--- src/rtl/cntr_pkg.sv ---
// ---------------------------------------------------------------------------
// cntr_pkg
// Shared types and defaults for the counter command controller and its
// expected-value tracker.
//   cntr_op_e     : command opcodes (VERIFY / LOAD / INC / LOAD_INC)
//   cntr_state_e  : controller FSM states
//   CNTR_WIDTH_DEF: default counter data width
//   CNTR_LEN_W_DEF: default width of the increment burst length
// ---------------------------------------------------------------------------
package cntr_pkg;

  localparam int CNTR_WIDTH_DEF = 8;
  localparam int CNTR_LEN_W_DEF = 8;

  typedef enum logic [1:0] {
    OP_VERIFY   = 2'd0,
    OP_LOAD     = 2'd1,
    OP_INC      = 2'd2,
    OP_LOAD_INC = 2'd3
  } cntr_op_e;

  typedef enum logic [2:0] {
    ST_IDLE   = 3'd0,
    ST_LOAD   = 3'd1,
    ST_INC    = 3'd2,
    ST_SETTLE = 3'd3,
    ST_CHECK  = 3'd4
  } cntr_state_e;

  // True for the opcodes that start with a load cycle.
  function automatic logic op_has_load(input cntr_op_e op);
    return (op == OP_LOAD) || (op == OP_LOAD_INC);
  endfunction

endpackage

--- src/rtl/cntr_exp_model.sv ---
// ---------------------------------------------------------------------------
// cntr_exp_model
// Tracks the value a load/increment counter must hold, given the same
// load/increment strobes the counter sees. Resets to 0 like the counter.
// Ports:
//   clk      : clock, rising edge
//   rst      : asynchronous active-low reset
//   ld_i     : load strobe (priority over inc_i)
//   inc_i    : increment strobe
//   data_i   : load value
//   exp_q_o  : expected counter value
// ---------------------------------------------------------------------------
module cntr_exp_model
  import cntr_pkg::*;
#(
  parameter int WIDTH = CNTR_WIDTH_DEF
) (
  input  logic             clk,
  input  logic             rst,
  input  logic             ld_i,
  input  logic             inc_i,
  input  logic [WIDTH-1:0] data_i,
  output logic [WIDTH-1:0] exp_q_o
);

  logic [WIDTH-1:0] exp_q;
  logic [WIDTH-1:0] exp_d;

  always_comb begin
    exp_d = exp_q;
    if (ld_i) begin
      exp_d = data_i;
    end else if (inc_i) begin
      exp_d = exp_q + WIDTH'(1);  // wraps modulo 2^WIDTH
    end
  end

  always_ff @(posedge clk or negedge rst) begin
    if (!rst) begin
      exp_q <= '0;
    end else begin
      exp_q <= exp_d;
    end
  end

  assign exp_q_o = exp_q;

endmodule

--- src/rtl/cntr_cmd_ctrl.sv ---
// ---------------------------------------------------------------------------
// cntr_cmd_ctrl
// Accepts counter commands over a valid/ready handshake, drives the counter
// control port (data_in / ld / inc), tracks the expected counter value and
// checks the counter output q after every command.
// Optional feature macro: CNTR_CMD_CHECK_EN
//   defined   : q != exp_q in the CHECK cycle sets the sticky err flag
//   undefined : comparator removed, err tied 0 (timing unchanged)
// Ports:
//   clk, rst           : clock / asynchronous active-low reset
//   cmd_valid/ready    : command handshake (ready only in IDLE)
//   cmd_op/data/len    : opcode, load value, increment count
//   data_in, ld, inc   : counter control outputs (registered)
//   q                  : counter output read back
//   busy, done         : command in progress / one-cycle completion pulse
//   exp_q, err         : expected counter value / sticky mismatch flag
// ---------------------------------------------------------------------------
module cntr_cmd_ctrl
  import cntr_pkg::*;
#(
  parameter int WIDTH = CNTR_WIDTH_DEF,
  parameter int LEN_W = CNTR_LEN_W_DEF
) (
  input  logic             clk,
  input  logic             rst,
  input  logic             cmd_valid,
  output logic             cmd_ready,
  input  logic [1:0]       cmd_op,
  input  logic [WIDTH-1:0] cmd_data,
  input  logic [LEN_W-1:0] cmd_len,
  output logic [WIDTH-1:0] data_in,
  output logic             ld,
  output logic             inc,
  input  logic [WIDTH-1:0] q,
  output logic             busy,
  output logic             done,
  output logic [WIDTH-1:0] exp_q,
  output logic             err
);

  cntr_state_e      state_q;
  cntr_op_e         op_q;
  logic [LEN_W-1:0] rem_q;       // increments still to issue, including current
  logic [WIDTH-1:0] data_in_q;
  logic             ld_q;
  logic             inc_q;
  logic             done_q;
  cntr_op_e         acc_op;
  logic [WIDTH-1:0] exp_q_w;

  assign acc_op = cntr_op_e'(cmd_op);

  // Strobes are registered together with the state they belong to, so each
  // output is high exactly in the cycle its state is current.
  always_ff @(posedge clk or negedge rst) begin
    if (!rst) begin
      state_q   <= ST_IDLE;
      op_q      <= OP_VERIFY;
      rem_q     <= '0;
      data_in_q <= '0;
      ld_q      <= 1'b0;
      inc_q     <= 1'b0;
      done_q    <= 1'b0;
    end else begin
      ld_q   <= 1'b0;
      inc_q  <= 1'b0;
      done_q <= 1'b0;
      case (state_q)
        ST_IDLE: begin
          if (cmd_valid) begin
            op_q  <= acc_op;
            rem_q <= cmd_len;
            if (op_has_load(acc_op)) begin
              state_q   <= ST_LOAD;
              ld_q      <= 1'b1;
              data_in_q <= cmd_data;
            end else if (acc_op == OP_INC) begin
              if (cmd_len != '0) begin
                state_q <= ST_INC;
                inc_q   <= 1'b1;
              end else begin
                state_q <= ST_SETTLE;
              end
            end else begin
              state_q <= ST_CHECK;
              done_q  <= 1'b1;
            end
          end
        end
        ST_LOAD: begin
          if (op_q == OP_LOAD_INC && rem_q != '0) begin
            state_q <= ST_INC;
            inc_q   <= 1'b1;
          end else begin
            state_q <= ST_SETTLE;
          end
        end
        ST_INC: begin
          if (rem_q == LEN_W'(1)) begin
            state_q <= ST_SETTLE;
          end else begin
            rem_q <= rem_q - LEN_W'(1);
            inc_q <= 1'b1;
          end
        end
        ST_SETTLE: begin
          state_q <= ST_CHECK;
          done_q  <= 1'b1;
        end
        ST_CHECK: begin
          state_q <= ST_IDLE;
        end
        default: begin
          state_q <= ST_IDLE;
        end
      endcase
    end
  end

  // Expected value follows the same registered strobes the counter sees.
  cntr_exp_model #(
    .WIDTH (WIDTH)
  ) u_exp_model (
    .clk     (clk),
    .rst     (rst),
    .ld_i    (ld_q),
    .inc_i   (inc_q),
    .data_i  (data_in_q),
    .exp_q_o (exp_q_w)
  );

`ifdef CNTR_CMD_CHECK_EN
  logic err_q;

  always_ff @(posedge clk or negedge rst) begin
    if (!rst) begin
      err_q <= 1'b0;
    end else if (state_q == ST_CHECK && q != exp_q_w) begin
      err_q <= 1'b1;
    end
  end

`ifndef SYNTHESIS
  always_ff @(posedge clk) begin
    if (rst && state_q == ST_CHECK && q != exp_q_w) begin
      $error("cntr_cmd_ctrl: counter mismatch q=%h exp_q=%h", q, exp_q_w);
    end
  end
`endif

  assign err = err_q;
`else
  // Without the checker the counter readback has no consumer.
  logic unused_q;
  assign unused_q = ^q;
  assign err      = 1'b0;
`endif

  assign cmd_ready = (state_q == ST_IDLE);
  assign busy      = (state_q != ST_IDLE);
  assign done      = done_q;
  assign ld        = ld_q;
  assign inc       = inc_q;
  assign data_in   = data_in_q;
  assign exp_q     = exp_q_w;

endmodule

--- config.mk ---
export PLATFORM = sky130hd
export DESIGN_NAME = cntr_cmd_ctrl
export DESIGN_NICKNAME = d
export VERILOG_FILES = /design/src/rtl/cntr_pkg.sv /design/src/rtl/cntr_exp_model.sv /design/src/rtl/cntr_cmd_ctrl.sv
export SDC_FILE = /design/constraint.sdc
export NUM_CORES = 1
export LEC_CHECK = 0
export CAP_MARGIN = 5
export CELL_PAD_IN_SITES_DETAIL_PLACEMENT = 1
export CELL_PAD_IN_SITES_GLOBAL_PLACEMENT = 1
export CORE_UTILIZATION = 33
export CTS_BUF_LIST = sky130_fd_sc_hd__clkbuf_4
export DETAILED_ROUTE_END_ITERATION = 10
export PLACE_DENSITY_LB_ADDON = 0.1
export SYNTH_ARGS = -nofsm -noshare
export SYNTH_HDL_FRONTEND = slang
export SYNTH_HIERARCHICAL = 1
export SYNTH_SLANG_ARGS = --single-unit
--- constraint.sdc ---
create_clock -name clk -period 1.8 [get_ports clk]
set_clock_uncertainty 0.2 [all_clocks]
set_input_delay 0.54 -clock clk [delete_from_list [all_inputs] [get_ports clk]]
set_output_delay 0.54 -clock clk [all_outputs]
set_load 0.005 [all_outputs]
Yosys cells after proc, flatten, opt, wreduce, memory -nomap -nowiden
Cells that the tools add are included.
{"block": "totals", "reg_bits": 32, "latch_bits": 0, "mem_bits_rw": 0, "romBits": 0, "inputBits": 29, "output_inout_bits": 22, "elab_cells": 59, "mem_count": 0}
{"block": "classes", "n_addsub": 2, "n_mul": 0, "div": 0, "magnitude_cmp": 0, "n_eq_ne": 11, "n_shift": 0, "n_mux": 26, "bitwise": 0, "n_reduce_logical": 12}
{"operator": "8-bit two-way mux", "n": 4}
{"operator": "8-bit one-hot mux with 2 select lines", "n": 1}
{"operator": "8-bit nonzero test", "n": 2}
{"operator": "1-bit two-way mux", "n": 14}
{"operator": "3-bit two-way mux", "n": 4}
{"operator": "3-bit one-hot mux with 4 select lines", "n": 1}
{"operator": "8-bit by 1-bit adder with 8-bit output (second input constant)", "n": 1}
{"operator": "8-bit by 1-bit equality test with 1-bit output (second input constant)", "n": 1}
{"operator": "8-bit by 1-bit subtractor with 8-bit output (second input constant)", "n": 1}
{"operator": "2-bit equality test (second input constant)", "n": 3}
{"operator": "3-bit by 2-bit equality test with 1-bit output (second input constant)", "n": 2}
{"operator": "2-bit != test (second input constant)", "n": 3}
{"operator": "3-bit AND reduction", "n": 2}
{"operator": "2-bit AND reduction", "n": 2}
{"operator": "2-bit nonzero test", "n": 2}
{"operator": "3-bit by 1-bit equality test with 1-bit output (second input constant)", "n": 1}
{"operator": "3-bit zero test", "n": 1}
{"operator": "1-bit one-hot mux with 3 select lines", "n": 1}
{"operator": "3-bit nonzero test", "n": 1}
{"operator": "2-bit by 1-bit equality test with 1-bit output (second input constant)", "n": 1}
{"operator": "1-bit one-hot mux with 2 select lines", "n": 1}
{"operator": "1-bit logical AND", "n": 1}
{"operator": "1-bit logical OR", "n": 1}

Depth between registers and ports, before layout
Gate-level depths: netlist of the first run.
{"block": "depth", "ltp_word": 6, "depth_mapped": 7, "mapped_depth_nobuf": 6}

Cells and area by module
Netlist of the first run, hierarchy kept.
{"mod": "cntr_cmd_ctrl", "instances": 1, "cells_each": 124, "area_each_um2": 1276.2, "seq_area_each_um2": 600.6}
{"mod": "cntr_exp_model", "instances": 1, "cells_each": 49, "area_each_um2": 450.4, "seq_area_each_um2": 200.2}

Worst setup path after synthesis of the first run
Ideal clock, no wire load.
{"block": "synth_timing", "path_type": "register -> register", "startpoint": "reg state_q[0]", "endpoint": "reg rem_q[1]", "setup_ns": 0.125, "arrival_time_ns": 1.635, "t_required_ns": 1.475, "slack_ns": -0.160, "path_stages_with_launch": 7, "n_path_buf": 2, "synth_period_minus_slack_ns": 1.960, "cell_sequence": "dfrtp_1 buf_6 or3b_1 buf_2 a31oi_4 nor2_4 mux2_4"}
{"block": "synth_between", "elab_chain_cells": 3, "word_cells_on_any_way": 7, "classes_between": "eq/ne: 3; mux: 1; reduce/logical: 3"}
{"element": "start: declaration", "line_no": "cntr_cmd_ctrl.sv:41", "rtl": "cntr_state_e state_q;"}
{"element": "start signal: assignment", "line_no": "cntr_cmd_ctrl.sv:57", "rtl": "state_q <= ST_IDLE;"}
{"element": "start signal: assignment", "line_no": "cntr_cmd_ctrl.sv:74", "rtl": "state_q <= ST_LOAD;"}
{"element": "start signal: assignment", "line_no": "cntr_cmd_ctrl.sv:79", "rtl": "state_q <= ST_INC;"}
{"element": "3-bit by 2-bit equality test with 1-bit output / 3-bit zero test (equally long branches)", "line_no": "cntr_cmd_ctrl.sv:68", "rtl": "case (state_q)"}
{"element": "2-bit != test (no line) / 2-bit nonzero test (equally long branches)"}
{"element": "3-bit AND reduction (no line)"}
{"element": "end signal: assignment", "line_no": "cntr_cmd_ctrl.sv:72", "rtl": "rem_q <= cmd_len;"}
{"element": "end signal: assignment", "line_no": "cntr_cmd_ctrl.sv:102", "rtl": "rem_q <= rem_q - LEN_W'(1);"}
{"element": "end: declaration", "line_no": "cntr_cmd_ctrl.sv:43", "rtl": "logic [LEN_W-1:0] rem_q;"}
Parallel ways exist; a longest one is shown, timed or not.
A chain may end at the register's enable or synchronous reset.

Worst setup path in the final report of the first run
Same ends and word-level chain as after synthesis.

==> flow_summary.ini, run 1 <==
[place]
place_area_sq_um = 2450
dp_slack_ns = -0.360
numPortBuffers = 41
hpwl_um = 3720
gp_congestion = 0.842

[sta]
period_minus_slack_ns = 1.92
hold_viol_final = 0
fmax_mhz = 522
grt_setup_unrepaired = true
finalMaxSlewViolations = 0
post-route-period-util_pct = 106
setup_viol = 20
timing.hold.ws_ns = 0.348
finalWorstSetupSlack_ns = -0.115
setup_tns_ns = -0.825

[clocking]
cts_tree = done
clk_latency_ns = 0.32
h-tree-depth = 2
clock_sinks = 32
root_buffer = clkbuf_4
cts_buffers = 5
ctsHoldBuffers = 0
cts_buffer_depth = 2
path_clk_slew_ns = 0.11

[pwr]
leakagePower_nw = 1.26
ir_worst_vdd_mv = 1.11
pwr_density_cell_nw_per_um2 = 1770

[final_layout]
antenna_cells = 0
layout_common_cells = buf_4 (49), dfrtp_1 (32), nand2_1 (22)
stdcell_area_sq_um = 2790
fin_util_pct = 57.1
nNetsFinal = 300
layout_commonest_cell = buf_4
syn_to_final_growth_pct = 61.3
drive_above_1_share_pct = 36.8

[route]
firstDrtPassIters = 4
drcViolationCount = 0
drtAntennaViolNets = 0
drt-total-wl_um = 5500
drt_iter0_markers = 38
post_drt_wl_per_cell_um = 16.4
num_vias = 1693
viasPerCell = 5.04

[worst_hold_path]
hp-class = register to register
holdPathStages = 2

[worst_setup_path]
crit_fanout = 9
r2r_cells = 6
worstPathArrival_ns = 1.93
required_ns = 1.82
path_class = register to register
cp-start-kind = register
cp-end-kind = register

[logic_synthesis]
ys_types = 40
synthArstFlopShare_pct = 100
synth_warnings = 6
synth.cell_area_sq_um = 1730
synth-seq-cells = 32
synth_edf_count = 0
postSynthAreaPerCell_sq_um = 9.98
synth_fp_nets = 205
syn_inst = 173
ys.flop_type = dfrtp_1
yosysSeqAreaShare_pct = 46.4

[global_route]
grt_max_degree = 33
grt_pass1_vias = 1856
antenna_found_initial = 0
grt_overflow = 0
grt_pass1_wl_um = 9030
grtUsageTotal_pct = 22.0

[run]
maxCapViolations = 0

[floorplan]
start_util_pct = 35.4
core-area_sq_um = 4880
die_h_um = 74.3
io_pins = 51
row_count = 25
die_x_um = 74.3
die_area_sq_um = 5530

[outcome]
violations = setup timing
status = finished, violations left
-- cell families (layout without fill, tap and decap cells) --
logic type	after synthesis	in the layout	share of synthesized area (%)
flops	32	32	46.4
simple gates	67	67	22.5
compound gates	38	38	14.5
xor+xnor	4	4	2.03
mux	11	11	7.32
buf+inv	17	113	4.93
fa+ha+maj	3	3	2.17
other cells	1	1	0.217
-- path summary, 6_finish.rpt --
path,start,endpoint,slack [ns]
min in group asynchronous,rst,u_exp_model/exp_q_o[7]$_DFFE_PN0P_,0.37
worst max register to register,state_q[0]$_DFFE_PN0P_,rem_q[1]$_DFFE_PN0P_,-0.12
worst min-delay path,data_in[7]$_DFFE_PN0P_,u_exp_model/exp_q_o[7]$_DFFE_PN0P_,0.35
max in group asynchronous,rst,op_q[1]$_DFFE_PN0P_,0.83
worst max-delay path,state_q[0]$_DFFE_PN0P_,rem_q[1]$_DFFE_PN0P_,-0.12
worst min register to register,data_in[7]$_DFFE_PN0P_,u_exp_model/exp_q_o[7]$_DFFE_PN0P_,0.35
-- synth_stat cells, types with 2 or more instances --
cell type   n  share of area, %
xor2_1      3               1.5
o21ai_1     2              0.58
nor4_1      4               1.4
o2bb2ai_1   6               3.0
nor2_1      7               1.5
inv_1       7               1.5
clkbuf_1    4              0.87
buf_2       2              0.58
dfrtp_1    32                46
ha_1        3               2.2
a21oi_1    10               2.9
nor3b_1     2              0.87
o22ai_1     7               2.5
a31oi_1     2              0.72
mux2_2      8               5.2
or4_1       4               1.7
buf_4       3               1.3
nand2_1    22               4.8
nand3_1     6               1.7
nor2b_1     4               1.4
nor3_1      6               1.7
nand4_1     4               1.4
o21ai_0     8               2.3
-- layer usage --
metal	up-vias	wire length, um	GRT usage [%]
li1	815	-	-
met1	850	2200	24.5
met2	24	3130	43.3
met3	4	127	2.85
met4	0	43	6.29
met5	-	0	0
-- critical path, cell delays in order (launching register included) --
cell     delay (ns)
dfrtp_1        0.41
buf_6          0.13
or3b_4         0.40
a31oi_4        0.20
buf_12         0.15
nor2_4         0.04
mux2_4         0.28
-- flip-flops by register name (all words and copies together) (netlist names) --
register             cells
data_in                  8
done                     1
inc                      1
ld                       1
op_q                     2
rem_q                    8
state_q                  3
u_exp_model/exp_q_o      8
-- per-stage QoR --
| stage | std cells | power [W] |
|---|---|---|
| 2_1_floorplan | 173 | 0.00264 |
| 3_3_place_gp | 306 | 0.00373 |
| 3_5_place_dp | 306 | 0.00388 |
| 4_1_cts | 336 | 0.00484 |
| 5_1_grt | 336 | 0.00528 |
| 6_report | 336 | 0.00493 |
-- report_power, final --
group,internal (W),switching (W)
logic,0.00166,0.00141
clock network,0.000306,0.000256
registers,0.00106,0.000234
-- layout make-up --
type / count / area [sq um]
Clock inverter: 2 / 35.0
Multi-Input combinational cell: 124 / 931
Inverter: 7 / 26.3
Sequential cell: 32 / 801
Fill cell: 579 / 2090
Clock buffer: 6 / 45.0
Tap cell: 67 / 83.8
Timing Repair Buffer: 98 / 863
-- timing repair --
| item | in CTS | in global routing |
|---|---|---|
| setup buffers | 23 | 0 |
| endpoints found under the setup margin | 31 | 22 |
| resized for setup | 42 | 8 |
| pin swaps | 4 | 2 |
Note: power is estimated with default switching activity, not from simulation.
==> run 2, diff against run 1 <==
--- a/config.mk
+++ b/config.mk
@@ -6,12 +6,10 @@
 export NUM_CORES = 1
 export LEC_CHECK = 0
 export CAP_MARGIN = 5
-export CELL_PAD_IN_SITES_DETAIL_PLACEMENT = 1
-export CELL_PAD_IN_SITES_GLOBAL_PLACEMENT = 1
-export CORE_UTILIZATION = 33
+export CORE_UTILIZATION = 44
 export CTS_BUF_LIST = sky130_fd_sc_hd__clkbuf_4
 export DETAILED_ROUTE_END_ITERATION = 10
-export PLACE_DENSITY_LB_ADDON = 0.1
+export PLACE_DENSITY = 0.78
 export SYNTH_ARGS = -nofsm -noshare
 export SYNTH_HDL_FRONTEND = slang
 export SYNTH_HIERARCHICAL = 1
==> run 2 against run 1 <==
- the flow still finishes with violations (setup timing)
- critical path depth stayed put
- flip-flop and latch count stayed put
- power is 4.2% lower
- critical path type unchanged
- largest power group unchanged
- highest routed layer unchanged
==> flow_summary.ini, run 2 (synthesized netlist as in run 1, its figures left out) <==
[outcome]
status = finished, violations left
violations = setup timing

[route]
drtAntennaViolNets = 0
drcViolationCount = 0
post_drt_wl_per_cell_um = 14.5
num_vias = 1685
drt-total-wl_um = 4510
viasPerCell = 5.42
firstDrtPassIters = 4
drt_iter0_markers = 77

[worst_hold_path]
hold_end = op_q[1]$_DFFE_PN0P_
min-delay-start = op_q[1]$_DFFE_PN0P_
holdPathStages = 1
hp-class = register to register

[floorplan]
core-area_sq_um = 3720
row_count = 22
die_x_um = 64.6
start_util_pct = 46.5
io_pins = 51
die_area_sq_um = 4180
die_h_um = 64.6

[final_layout]
antenna_cells = 0
layout_common_cells = buf_4 (41), dfrtp_1 (32), nand2_1 (21)
fin_util_pct = 74.3
post_layout_nonfiller_instances = 311
syn_to_final_growth_pct = 59.9
regArea_sq_um = 801
nNetsFinal = 294
drive_above_1_share_pct = 37.3
layout_commonest_cell = buf_4
fillers = 251
multi_input_area_sq_um = 996

[clocking]
path_clk_slew_ns = 0.11
ctsHoldBuffers = 0
cts_tree = done
cts_buffer_depth = 2
root_buffer = clkbuf_4
clk_latency_ns = 0.34
cts_buffers = 5
h-tree-depth = 2
clock_sinks = 32

[global_route]
grt_overflow = 0
grt_max_degree = 33
grtUsageTotal_pct = 23.6
antenna_found_initial = 0
grt_pass1_wl_um = 7220
grt_pass1_vias = 1574

[worst_setup_path]
cp-start-kind = register
path_class = register to register
max_stage_delay_ns = 0.41
required_ns = 1.83
path_buf_inv = 2
crit_fanout = 6
cp-end-kind = register
worstPathArrival_ns = 1.97
regToRegStartpoint = state_q[2]$_DFFE_PN0P_
worst_path_max_delay_cell = dfrtp_1
crit_family = simple AND/OR/NAND/NOR gates
r2r-end = rem_q[1]$_DFFE_PN0P_
rrSetupSlack_ns = -0.13
crit_chain = buf_4 > or3b_4 > a31oi_4 > buf_12 > nor2_4 > mux2_4
r2r_cells = 6

[place]
hpwl_um = 3030
numPortBuffers = 41
gp_congestion = 0.813
dp.cells = 287

[sta]
fmax_mhz = 517
post-route-period-util_pct = 107
setup_tns_ns = -0.910
period_minus_slack_ns = 1.93
grt_setup_unrepaired = true
hold_viol_final = 0
finalWorstSetupSlack_ns = -0.135
timing.hold.ws_ns = 0.336
setup_viol = 19
finalMaxSlewViolations = 0

[pwr]
leakagePower_nw = 1.24
pwr_density_cell_nw_per_um2 = 1710
ir_worst_vdd_mv = 0.905

[run]
maxCapViolations = 0
run 2: changes by cell type in the layout (fill, tap and decap cells not counted), sizes merged:
cell           change
buf                -6
clkdlybuf4s50      +1
clkbuf             -1
bufinv             -1
clkinv             +2
dlymetal6s2s       -1
run 2: worst max-delay path by stage:
stage | start | to | slack [ns] | depth (start not counted)
2_1_floorplan | state_q[0]$_DFFE_PN0P_ | rem_q[1]$_DFFE_PN0P_ | -0.13 | 6
3_3_place_gp | cmd_valid | rem_q[1]$_DFFE_PN0P_ | -0.34 | 5
3_5_place_dp | cmd_valid | rem_q[1]$_DFFE_PN0P_ | -0.37 | 5
4_1_cts | state_q[2]$_DFFE_PN0P_ | busy | -0.13 | 3
5_1_grt | state_q[2]$_DFFE_PN0P_ | busy | -0.18 | 3
6_report | state_q[2]$_DFFE_PN0P_ | rem_q[1]$_DFFE_PN0P_ | -0.13 | 6
run 2: per-stage QoR:
step                      instance area, sq um  total power (W)  setup WS (ns)
final                                     2760          0.00473         -0.135
after global placement                    2430          0.00365         -0.341
after CTS                                 2660          0.00452         -0.131
after floorplan                           1730          0.00264         -0.130
after detailed placement                  2430          0.00375         -0.367
after global routing                      2760          0.00506         -0.184
run 2: what timing repair did:
item	4_1_cts	5_1_grt
pin swaps	2	3
resized for setup	45	18
endpoints found under the setup margin	29	20
buffers inserted	16	0
run 2: worst register-to-register path, cell delays in order, from the launching register on:
cell	delay [ns]
dfrtp_1	0.41
buf_4	0.14
or3b_4	0.40
a31oi_4	0.21
buf_12	0.15
nor2_4	0.04
mux2_4	0.28
run 2: final cells by class:
class | count | share of cell area, %
inverters | 7 | 0.952
repair buffers | 92 | 30.0
multi-input cells | 124 | 36.1
clock buffers | 5 | 1.36
clock inverters | 3 | 0.498
flip-flops and latches | 32 | 29.0
well taps | 48 | 2.17
run 2: power by group:
part | switching, W | internal, W | total [W]
combinational | 0.00138 | 0.00164 | 0.00302
clock | 0.000253 | 0.000143 | 0.000396
sequential | 0.000244 | 0.00106 | 0.00131
total | 0.00188 | 0.00285 | 0.00473
run 2: layer usage:
metal,up-vias,GRT usage [%],wire length [um]
li1,807,-,-
met1,810,27.0,1830
met2,60,40.9,2350
met3,8,5.99,217
met4,0,10.8,108
met5,-,0,0
==> run 3, diff against run 2 <==
--- a/config.mk
+++ b/config.mk
@@ -6,8 +6,10 @@
 export NUM_CORES = 1
 export LEC_CHECK = 0
 export CAP_MARGIN = 5
+export CORE_ASPECT_RATIO = 0.7
 export CORE_UTILIZATION = 44
 export CTS_BUF_LIST = sky130_fd_sc_hd__clkbuf_4
+export CTS_CLUSTER_SIZE = 12
 export DETAILED_ROUTE_END_ITERATION = 10
 export PLACE_DENSITY = 0.78
 export SYNTH_ARGS = -nofsm -noshare
==> run 3 against run 2 <==
- the flow still finishes with violations (setup timing)
- power fell by 2.3%
- flip-flop and latch count unchanged
- register-to-register slack barely moved
- critical path type unchanged
- critical endpoint unchanged
- largest cell class unchanged
==> flow_summary.ini, run 3 (synthesized netlist as in run 1, its figures left out) <==
[outcome]
status = finished, violations left
violations = setup timing

[global_route]
use_met2_pct = 35.3
grtUsageTotal_pct = 23.6
gr-usage-met1_pct = 33.0
grt_pass1_wl_um = 7300
grt_overflow = 0
met3_usage_pct = 6.50
grt.busiest_layer = met2
grt_pass1_vias = 1528
antenna_found_initial = 0
grt_max_degree = 33

[sta]
hold_viol_final = 0
period_minus_slack_ns = 1.93
timing.hold.ws_ns = 0.319
fmax_mhz = 519
post-route-period-util_pct = 107
setup_viol = 20
grt_setup_unrepaired = true
finalWorstSetupSlack_ns = -0.128
finalMaxSlewViolations = 0

[clocking]
h-tree-depth = 2
cts_buffers = 5
ctsHoldBuffers = 0
path_clk_slew_ns = 0.09
cts_tree = done
root_buffer = clkbuf_4
clock_sinks = 32
clk_latency_ns = 0.32
cts_buffer_depth = 2

[floorplan]
start_util_pct = 47.6
io_pins = 51
die_x_um = 76.9
die_h_um = 54.4
die_area_sq_um = 4180
core-area_sq_um = 3630
row_count = 18

[run]
maxCapViolations = 0

[route]
drt-total-wl_um = 4600
drtAntennaViolNets = 0
drt_iter0_markers = 86
post_drt_wl_per_cell_um = 14.4
num_vias = 1687
viasPerCell = 5.29
firstDrtPassIters = 4
drcViolationCount = 0

[worst_setup_path]
max_stage_delay_ns = 0.40
required_ns = 1.81
crit_fanout = 9
crit_chain = buf_4 > or3b_4 > a31oi_4 > buf_12 > nor2_4 > mux2_4
worstPathArrival_ns = 1.94
cp-start-kind = register
cp-end-kind = register
worst_path_max_delay_cell = dfrtp_1
rrSetupSlack_ns = -0.13
path_class = register to register

[final_layout]
nNetsFinal = 301
stdcell_area_sq_um = 2720
fillers = 258
multi_input_area_sq_um = 921
layout_common_cells = buf_4 (50), dfrtp_1 (32), nand2_1 (21)
drive_above_1_share_pct = 36.1
regArea_sq_um = 801
syn_to_final_growth_pct = 57.2
layout_commonest_cell = buf_4
antenna_cells = 0

[place]
hpwl_um = 3090
numPortBuffers = 41
gp_congestion = 0.786
dp_slack_ns = -0.430
place_area_sq_um = 2410

[worst_hold_path]
hp-class = register to register

[pwr]
power_w = 0.00462
leakagePower_nw = 1.24
pwr_density_cell_nw_per_um2 = 1700
ir_worst_vdd_mv = 0.869
## run 3: cell count changes in the layout (fill, tap and decap cells not counted), moves of 2 or more
cell	delta
o22ai_2	-2
nor4_4	-2
buf_4	+9
nor3_1	+2
nor4_1	+2
o22ai_1	+2
clkinv_2	-2
## run 3: path summary, 6_finish.rpt
| check | start | to | cells past startpoint |
|---|---|---|---|
| max in group asynchronous | rst | rem_q[4]$_DFFE_PN0P_ | 2 |
| min in group asynchronous | rst | data_in[0]$_DFFE_PN0P_ | 2 |
| worst min register to register | op_q[1]$_DFFE_PN0P_ | op_q[1]$_DFFE_PN0P_ | 1 |
| worst max-delay path | state_q[0]$_DFFE_PN0P_ | rem_q[1]$_DFFE_PN0P_ | 6 |
| worst max register to register | state_q[0]$_DFFE_PN0P_ | rem_q[1]$_DFFE_PN0P_ | 6 |
| worst min-delay path | op_q[1]$_DFFE_PN0P_ | op_q[1]$_DFFE_PN0P_ | 1 |
## run 3: what timing repair did
item	in CTS	in global routing
gates cloned	0	1
gates resized for setup	37	12
setup buffers	22	1
endpoints found under the hold margin	0	0
endpoints found under the setup margin	37	22
pin swaps	2	5
## run 3: power by group
| group | switching, W | leakage, nW | internal [W] |
|---|---|---|---|
| sequential | 0.000225 | 0.394 | 0.00106 |
| combinational | 0.00134 | 0.816 | 0.00163 |
| clock | 0.000227 | 0.0261 | 0.000136 |
| total | 0.00179 | 1.24 | 0.00283 |
## run 3: metal layers
layer  wire, um  vias up
li1           -      828
met1       2180      793
met2       2110       57
met3        252        9
met4         58        0
met5          0        -
## run 3: stage by stage
step | TNS, ns | util [%] | instances
CTS | -1.38 | 73.0 | 317
global placement | -6.74 | 66.4 | 288
finish | -1.91 | 74.9 | 319
detailed placement | -7.45 | 66.4 | 288
global route | -3.23 | 74.9 | 319
floorplan | -0.284 | - | 173
## run 3: layout make-up
type                    count  area share (%)
clock buffers               5            1.38
clock inverters             2           0.276
inverters                   7           0.968
multi-input cells         124            33.9
flip-flops and latches     32            29.5
well taps                  50            2.30
repair buffers             99            31.7
## run 3: critical path, delay by kind of cell (launching register included)
family / cells / cell delay (ns)
DFF: 1 / 0.40
buffers and inverters: 2 / 0.30
and+or+nand+nor: 2 / 0.44
AOI/OAI and AO/OA: 1 / 0.20
muxes: 1 / 0.28
